<file path="src/rtl/fft_chain_if.sv">
// fft_chain_if
// Bundles every controller-facing signal of the FFT -> filter -> inverse-FFT
// frame sequencer.
//   master modport : the sequencer (fft_chain_ctrl)
//   slave  modport : the datapath / upstream / downstream side
// Signals:
//   in_valid/in_ready/load_en : sample load handshake and FFT write strobe
//   fft_done/filt_done/ifft_done : level done flags from each stage
//   fft_run/filt_run/ifft_run : stage releases (top level inverts to hold)
//   sample_idx                : current load/unload sample index
//   out_valid/out_ready       : result stream handshake
//   busy/err/frame_cnt        : status
// N and FCW must match the parameters of the attached fft_chain_ctrl.
interface fft_chain_if #(
    parameter int N   = 16,
    parameter int FCW = 8
);
    localparam int IW = (N > 1) ? $clog2(N) : 1;

    logic           in_valid;
    logic           in_ready;
    logic           load_en;
    logic           fft_done;
    logic           filt_done;
    logic           ifft_done;
    logic           fft_run;
    logic           filt_run;
    logic           ifft_run;
    logic [IW-1:0]  sample_idx;
    logic           out_valid;
    logic           out_ready;
    logic           busy;
    logic           err;
    logic [FCW-1:0] frame_cnt;

    modport master (
        input  in_valid, fft_done, filt_done, ifft_done, out_ready,
        output in_ready, load_en, fft_run, filt_run, ifft_run,
               sample_idx, out_valid, busy, err, frame_cnt
    );

    modport slave (
        output in_valid, fft_done, filt_done, ifft_done, out_ready,
        input  in_ready, load_en, fft_run, filt_run, ifft_run,
               sample_idx, out_valid, busy, err, frame_cnt
    );
endinterface

</file>
<file path="src/rtl/fft_chain_ctrl.sv">
// fft_chain_ctrl
// Frame-level sequencer for the FFT -> filter -> inverse-FFT chain. Loads one
// N-sample frame, releases the stages in order, waits for each done, then
// streams N results out. A per-stage watchdog aborts a stuck frame and sets a
// sticky error flag.
// Ports:
//   clk    : clock, rising edge
//   reset  : synchronous, active-low
//   bus    : fft_chain_if.master (handshakes, stage run/done, status)
// Optional build macro FFT_CHAIN_BYPASS_EN adds:
//   bypass_filt : input, sampled in FFT_RUN together with fft_done
//   sel_bypass  : output, registered; 1 while a bypassed frame is in flight
//
// state    | meaning
// ---------+----------------------------------------------------------
// S_IDLE   | one-cycle gap, every stage held
// S_LOAD   | accepting N input samples
// S_FFT    | FFT released, waiting for fft_done
// S_FILT   | FFT + filter released, waiting for filt_done
// S_IFFT   | all stages released, waiting for ifft_done
// S_OUT    | streaming N result samples out
module fft_chain_ctrl #(
    parameter int N       = 16,
    parameter int TIMEOUT = 1024,
    parameter int FCW     = 8
) (
    input  logic clk,
    input  logic reset,
`ifdef FFT_CHAIN_BYPASS_EN
    input  logic bypass_filt,
    output logic sel_bypass,
`endif
    fft_chain_if.master bus
);
    localparam int IW = (N > 1) ? $clog2(N) : 1;
    localparam int WW = (TIMEOUT > 1) ? $clog2(TIMEOUT) : 1;

    localparam logic [2:0] S_IDLE = 3'd0;
    localparam logic [2:0] S_LOAD = 3'd1;
    localparam logic [2:0] S_FFT  = 3'd2;
    localparam logic [2:0] S_FILT = 3'd3;
    localparam logic [2:0] S_IFFT = 3'd4;
    localparam logic [2:0] S_OUT  = 3'd5;

    logic [2:0]     state_q, state_d;
    logic [IW-1:0]  idx_q;
    logic           idx_inc;
    logic [WW-1:0]  wd_q;
    logic           wd_exp;
    logic           wd_abort;
    logic           run_state;
    logic           frame_end;
    logic [FCW-1:0] fcnt_q;
    logic           err_q;
    logic           idx_last;
    logic           filt_rel;
`ifdef FFT_CHAIN_BYPASS_EN
    logic           take_bypass;
    logic           sel_q;
`endif

    assign idx_last  = (idx_q == IW'(N - 1));
    assign wd_exp    = (wd_q == WW'(TIMEOUT - 1));
    assign run_state = (state_q == S_FFT) || (state_q == S_FILT) || (state_q == S_IFFT);

    always_comb begin
        state_d   = state_q;
        idx_inc   = 1'b0;
        wd_abort  = 1'b0;
        frame_end = 1'b0;
`ifdef FFT_CHAIN_BYPASS_EN
        take_bypass = 1'b0;
`endif
        case (state_q)
            S_IDLE: state_d = S_LOAD;
            S_LOAD: begin
                if (bus.in_valid) begin
                    idx_inc = 1'b1;
                    if (idx_last) state_d = S_FFT;
                end
            end
            // done has priority over an expiring watchdog in every run state
            S_FFT: begin
                if (bus.fft_done) begin
`ifdef FFT_CHAIN_BYPASS_EN
                    if (bypass_filt) begin
                        take_bypass = 1'b1;
                        state_d     = S_IFFT;
                    end else begin
                        state_d = S_FILT;
                    end
`else
                    state_d = S_FILT;
`endif
                end else if (wd_exp) begin
                    wd_abort = 1'b1;
                    state_d  = S_IDLE;
                end
            end
            S_FILT: begin
                if (bus.filt_done) begin
                    state_d = S_IFFT;
                end else if (wd_exp) begin
                    wd_abort = 1'b1;
                    state_d  = S_IDLE;
                end
            end
            S_IFFT: begin
                if (bus.ifft_done) begin
                    state_d = S_OUT;
                end else if (wd_exp) begin
                    wd_abort = 1'b1;
                    state_d  = S_IDLE;
                end
            end
            S_OUT: begin
                if (bus.out_ready) begin
                    idx_inc = 1'b1;
                    if (idx_last) begin
                        frame_end = 1'b1;
                        state_d   = S_IDLE;
                    end
                end
            end
            default: state_d = S_IDLE;
        endcase
    end

    always_ff @(posedge clk) begin
        if (!reset) begin
            state_q <= S_IDLE;
            idx_q   <= '0;
            wd_q    <= '0;
            fcnt_q  <= '0;
            err_q   <= 1'b0;
        end else begin
            state_q <= state_d;
            if (idx_inc) idx_q <= idx_q + IW'(1);
            // any state change restarts the watchdog, so each run state starts at 0
            if (state_d != state_q)
                wd_q <= '0;
            else if (run_state)
                wd_q <= wd_q + WW'(1);
            if (frame_end) fcnt_q <= fcnt_q + FCW'(1);
            if (wd_abort)  err_q  <= 1'b1;
        end
    end

`ifdef FFT_CHAIN_BYPASS_EN
    always_ff @(posedge clk) begin
        if (!reset)
            sel_q <= 1'b0;
        else if (take_bypass)
            sel_q <= 1'b1;
        else if (state_d == S_IDLE)
            sel_q <= 1'b0;
    end

    assign sel_bypass = sel_q;
    // a bypassed frame never releases the filter
    assign filt_rel = (state_q == S_FILT) ||
                      (((state_q == S_IFFT) || (state_q == S_OUT)) && !sel_q);
`else
    assign filt_rel = (state_q == S_FILT) || (state_q == S_IFFT) || (state_q == S_OUT);
`endif

    assign bus.in_ready   = (state_q == S_LOAD);
    assign bus.load_en    = bus.in_valid && (state_q == S_LOAD);
    assign bus.fft_run    = (state_q == S_FFT) || (state_q == S_FILT) ||
                            (state_q == S_IFFT) || (state_q == S_OUT);
    assign bus.filt_run   = filt_rel;
    assign bus.ifft_run   = (state_q == S_IFFT) || (state_q == S_OUT);
    assign bus.out_valid  = (state_q == S_OUT);
    assign bus.busy       = run_state || (state_q == S_OUT);
    assign bus.sample_idx = idx_q;
    assign bus.err        = err_q;
    assign bus.frame_cnt  = fcnt_q;
endmodule

</file>
<file path="src/flat_wrapper.sv">
// flat-port wrapper written by rule: the top's interface ports become plain ports
module fft_chain_ctrl_flat 
#(
    parameter int N       = 16,
    parameter int TIMEOUT = 1024,
    parameter int FCW     = 8
)
  (clk, reset, bus_in_valid, bus_fft_done, bus_filt_done, bus_ifft_done, bus_out_ready, bus_in_ready, bus_load_en, bus_fft_run, bus_filt_run, bus_ifft_run, bus_sample_idx, bus_out_valid, bus_busy, bus_err, bus_frame_cnt);
  fft_chain_if #(.N(N), .FCW(FCW)) bus_i ();
  input  logic clk;
  input  logic reset;
  input wire logic [$bits(bus_i.in_valid)-1:0] bus_in_valid;
  input wire logic [$bits(bus_i.fft_done)-1:0] bus_fft_done;
  input wire logic [$bits(bus_i.filt_done)-1:0] bus_filt_done;
  input wire logic [$bits(bus_i.ifft_done)-1:0] bus_ifft_done;
  input wire logic [$bits(bus_i.out_ready)-1:0] bus_out_ready;
  output wire logic [$bits(bus_i.in_ready)-1:0] bus_in_ready;
  output wire logic [$bits(bus_i.load_en)-1:0] bus_load_en;
  output wire logic [$bits(bus_i.fft_run)-1:0] bus_fft_run;
  output wire logic [$bits(bus_i.filt_run)-1:0] bus_filt_run;
  output wire logic [$bits(bus_i.ifft_run)-1:0] bus_ifft_run;
  output wire logic [$bits(bus_i.sample_idx)-1:0] bus_sample_idx;
  output wire logic [$bits(bus_i.out_valid)-1:0] bus_out_valid;
  output wire logic [$bits(bus_i.busy)-1:0] bus_busy;
  output wire logic [$bits(bus_i.err)-1:0] bus_err;
  output wire logic [$bits(bus_i.frame_cnt)-1:0] bus_frame_cnt;
  assign bus_i.in_valid = bus_in_valid;
  assign bus_i.fft_done = bus_fft_done;
  assign bus_i.filt_done = bus_filt_done;
  assign bus_i.ifft_done = bus_ifft_done;
  assign bus_i.out_ready = bus_out_ready;
  assign bus_in_ready = bus_i.in_ready;
  assign bus_load_en = bus_i.load_en;
  assign bus_fft_run = bus_i.fft_run;
  assign bus_filt_run = bus_i.filt_run;
  assign bus_ifft_run = bus_i.ifft_run;
  assign bus_sample_idx = bus_i.sample_idx;
  assign bus_out_valid = bus_i.out_valid;
  assign bus_busy = bus_i.busy;
  assign bus_err = bus_i.err;
  assign bus_frame_cnt = bus_i.frame_cnt;
  fft_chain_ctrl #(.N(N), .TIMEOUT(TIMEOUT), .FCW(FCW)) u_core (.clk(clk), .reset(reset), .bus(bus_i));
endmodule
</file>
<file path="config.mk">
export PLATFORM = sky130hd
export DESIGN_NAME = fft_chain_ctrl_flat
export DESIGN_NICKNAME = d
export VERILOG_FILES = /design/src/rtl/fft_chain_if.sv /design/src/rtl/fft_chain_ctrl.sv /design/src/flat_wrapper.sv
export SDC_FILE = /design/constraint.sdc
export NUM_CORES = 1
export LEC_CHECK = 0
export ABC_AREA = 1
export CAP_MARGIN = 20
export CORE_MARGIN = 4
export CORE_UTILIZATION = 47
export CTS_CLUSTER_SIZE = 40
export DETAILED_ROUTE_END_ITERATION = 6
export PLACE_DENSITY = 0.77
export SLEW_MARGIN = 20
export SYNTH_ARGS = -nofsm -noshare
export SYNTH_HDL_FRONTEND = slang
export SYNTH_SLANG_ARGS = --single-unit
</file>
<file path="constraint.sdc">
create_clock -name clk -period 1.7 [get_ports clk]
set_clock_uncertainty 0.2 [all_clocks]
set_input_delay 0.34 -clock clk [delete_from_list [all_inputs] [get_ports clk]]
set_output_delay 0.34 -clock clk [all_outputs]
set_load 0.03 [all_outputs]
</file>
==> results.ini <==
[status]
status = complete, but fails checks
violations = setup timing

[cts]
cts_tree = done
h-tree-depth = 1
ctsLongestPathBuffers = 2
clk_pin_slew_ns = 0.16
clk_latency_ns = 0.33
hold_buffers = 0
clock-sinks = 26
root_buffer = clkbuf_4
cts_buffers = 3

[floorplan]
design.die.area_um2 = 4140
core.rowCount = 20
coreArea_um2 = 3050
io_pins = 27
die_w_um = 64.3
die_h_um = 64.3
initial_utilization_pct = 48.9

[worst_setup_path]
worstPathCellList = buf_6, buf_6, nand4_1, nand2_1, nor2_2, nand3_1, nand2_1, inv_1, nand2_2, clkinv_4, nand2_8, nor2_2
start_kind = register
crit_slowest_cell = dfxtp_4
worstReg2RegEnd = u_core.wd_q[7]
reg2reg_depth = 12
rr_startpoint = u_core.state_q[1]
setup.worst_path.class = register to register
cp_max_fo = 5
crit_arrival_ns = 1.90
worst_path_dominant_cell_family = simple AND/OR/NAND/NOR gates
cp-end-kind = register
slowest_delay_ns = 0.40
reg2reg_slack_ns = -0.16
critPathRequiredTime_ns = 1.74
worstPathBufferInverterCount = 4

[place]
dpl.hpwl_um = 2610
place.gp.congestion = 0.793
port_buffers = 26

[drt]
drt_pre_antenna_iters = 4
highest_layer = met4
drt-initial-drc-count = 64
met1_length_um = 1760
drtAntennaViolNets = 0
wl_per_cell_um = 13.9
wl_met3_um = 195
drc_errors = 0
via_count = 1632
wl_met2_um = 2480
wl_um = 4520
avgViaCountPerCell = 5.01

[worst_hold_path]
min_path_cells = 2
min_from = u_core.bus.err
min_to = u_core.bus.err
hold_class = register to register

[power_and_ir_drop]
p_sw_uw = 319
swShare_pct = 26.9
clkPwrFrac_pct = 32.4
p_total_mw = 1.18
power.density_nw_per_um2 = 482
p_int_uw = 866
peakVddDrop_uv = 349
power_frac_seq_pct = 52.4
p_leak_nw = 1.08
comb_power_share_pct = 15.2

[flow_run]
max_cap_violations = 0

[finish]
fillers = 199
num_antenna_cells = 0
nets = 293
final_cell_mix = buf_4 (41), inv_1 (27), nand2_1 (24), dfxtp_1 (17), nor2_1 (15)
final_common_cell = buf_4
multi_input_area_um2 = 1030
register_area_um2 = 544
fin_util_pct = 80.5
drive_gt1_share_pct = 47.2
flow.area_growth_from_synthesis_pct = 64.8

[logic_synthesis]
async_flop_share_pct = 0
synth_area_per_cell_um2 = 7.20
synth_area_um2 = 1490
synthCells = 207
synth_edf_count = 0
yosysUniqueCellTypes = 30
syn_nets = 217
yosysSeqAreaShare_pct = 34.9
synth_ff_type = dfxtp_1
ys_warn_count = 0
ys_seq_elements = 26

[sta]
final_hold_viol_count = 0
relSlewSlack_pct = 72.2
post-route-min-period_ns = 1.86
slew_violations = 0
fin_crit_sh_pct = 109
fmax_mhz = 537
rsz0062_at_grt = yes
worst_pin_slew_ns = 0.416
finalSetupViolCount = 17
fin_ws_ns = -0.161

[global_routing]
grt_pass1_wl_um = 6600
grt_usage_pct = 19.8
antenna_found_initial = 0
grt_max_degree = 16
grt_pass1_vias = 1595
grt-ovfl-total = 0

## power by group through the flow
stage | logic [mW] | registers, mW | clock network (mW)
final | 0.180 | 0.621 | 0.384
after floorplan | 0.0725 | 0.641 | 0
after global placement | 0.128 | 0.635 | 0
after detailed placement | 0.130 | 0.636 | 0
after CTS | 0.139 | 0.620 | 0.389
after global routing | 0.194 | 0.622 | 0.418
## cell type report
cell class / count / share of cell area, %
Multi-Input combinational cell: 143 / 42.0
Inverter: 35 / 6.36
Tap cell: 44 / 2.24
Clock buffer: 4 / 1.93
Sequential cell: 26 / 22.1
Timing Repair Buffer: 74 / 25.3
## flip-flops by register name (all words and copies together), names as in the netlist
name / cells
u_core.wd_q: 10
u_core.bus.err: 1
u_core.state_q: 3
u_core.bus.sample_idx: 4
u_core.bus.frame_cnt: 8
## kinds of logic (layout without fill, tap and decap cells)
group,count (synthesis),after routing,synth area share (%)
buf+inv,39,113,10.9
simple gates,102,103,35.8
flops,26,26,34.9
fa+ha+maj,3,3,2.52
compound gates,26,26,9.40
xor+xnor,11,11,6.46
## cells in the mapped netlist, types with 5 or more instances
master    n  share of area (%)
inv_1    32                8.1
nand2_1  31                7.8
dfxtp_1  26                 35
nor2_1   19                4.8
nand3_1  15                5.0
a21oi_1  13                4.4
nor2_2   11                4.6
xor2_1    9                5.3
o21ai_0   8                2.7
nor3_1    7                2.3
nand2_2   5                2.1
## metal layers
layer	up-vias	track usage (%)
met5	-	0
met2	46	37.2
met3	12	4.22
met4	0	5.80
met1	767	21.9
li1	807	-
## tightest hold or removal path: stages (launching register included)
cell and delay [ns]:
dfxtp_1 0.37, a31oi_1 0.05, nor2_1 0.08
## worst max-delay path by stage
stage | start | endpoint | cells after the start
6_report | u_core.state_q[1] | u_core.wd_q[7] | 12
5_1_grt | u_core.state_q[1] | u_core.wd_q[7] | 12
4_1_cts | u_core.state_q[1] | bus_filt_run | 5
3_5_place_dp | bus_filt_done | u_core.wd_q[8] | 10
3_3_place_gp | bus_filt_done | u_core.wd_q[7] | 10
2_1_floorplan | u_core.bus.sample_idx[1] | u_core.wd_q[7] | 12
## stage by stage
step                      worst slack [ns]  TNS (ns)  area [µm²]  std cells  hold WS [ns]
final                               -0.161     -1.90        2460        326         0.317
after floorplan                    -0.0386    -0.362        1520        207         0.266
after global routing                -0.235     -3.06        2460        326         0.355
after CTS                          -0.0879    -0.899        2250        319         0.334
after global placement              -0.302     -3.79        2040        306         0.284
after detailed placement            -0.344     -4.38        2040        306         0.303
## repair_timing
action | 4_1_cts | 5_1_grt
setup buffers | 10 | 6
gates cloned | 0 | 1
endpoints found under the setup margin | 34 | 32
pin swaps | 8 | 20
gates resized for setup | 52 | 56
No activity file was read; power rests on OpenSTA's default activity.
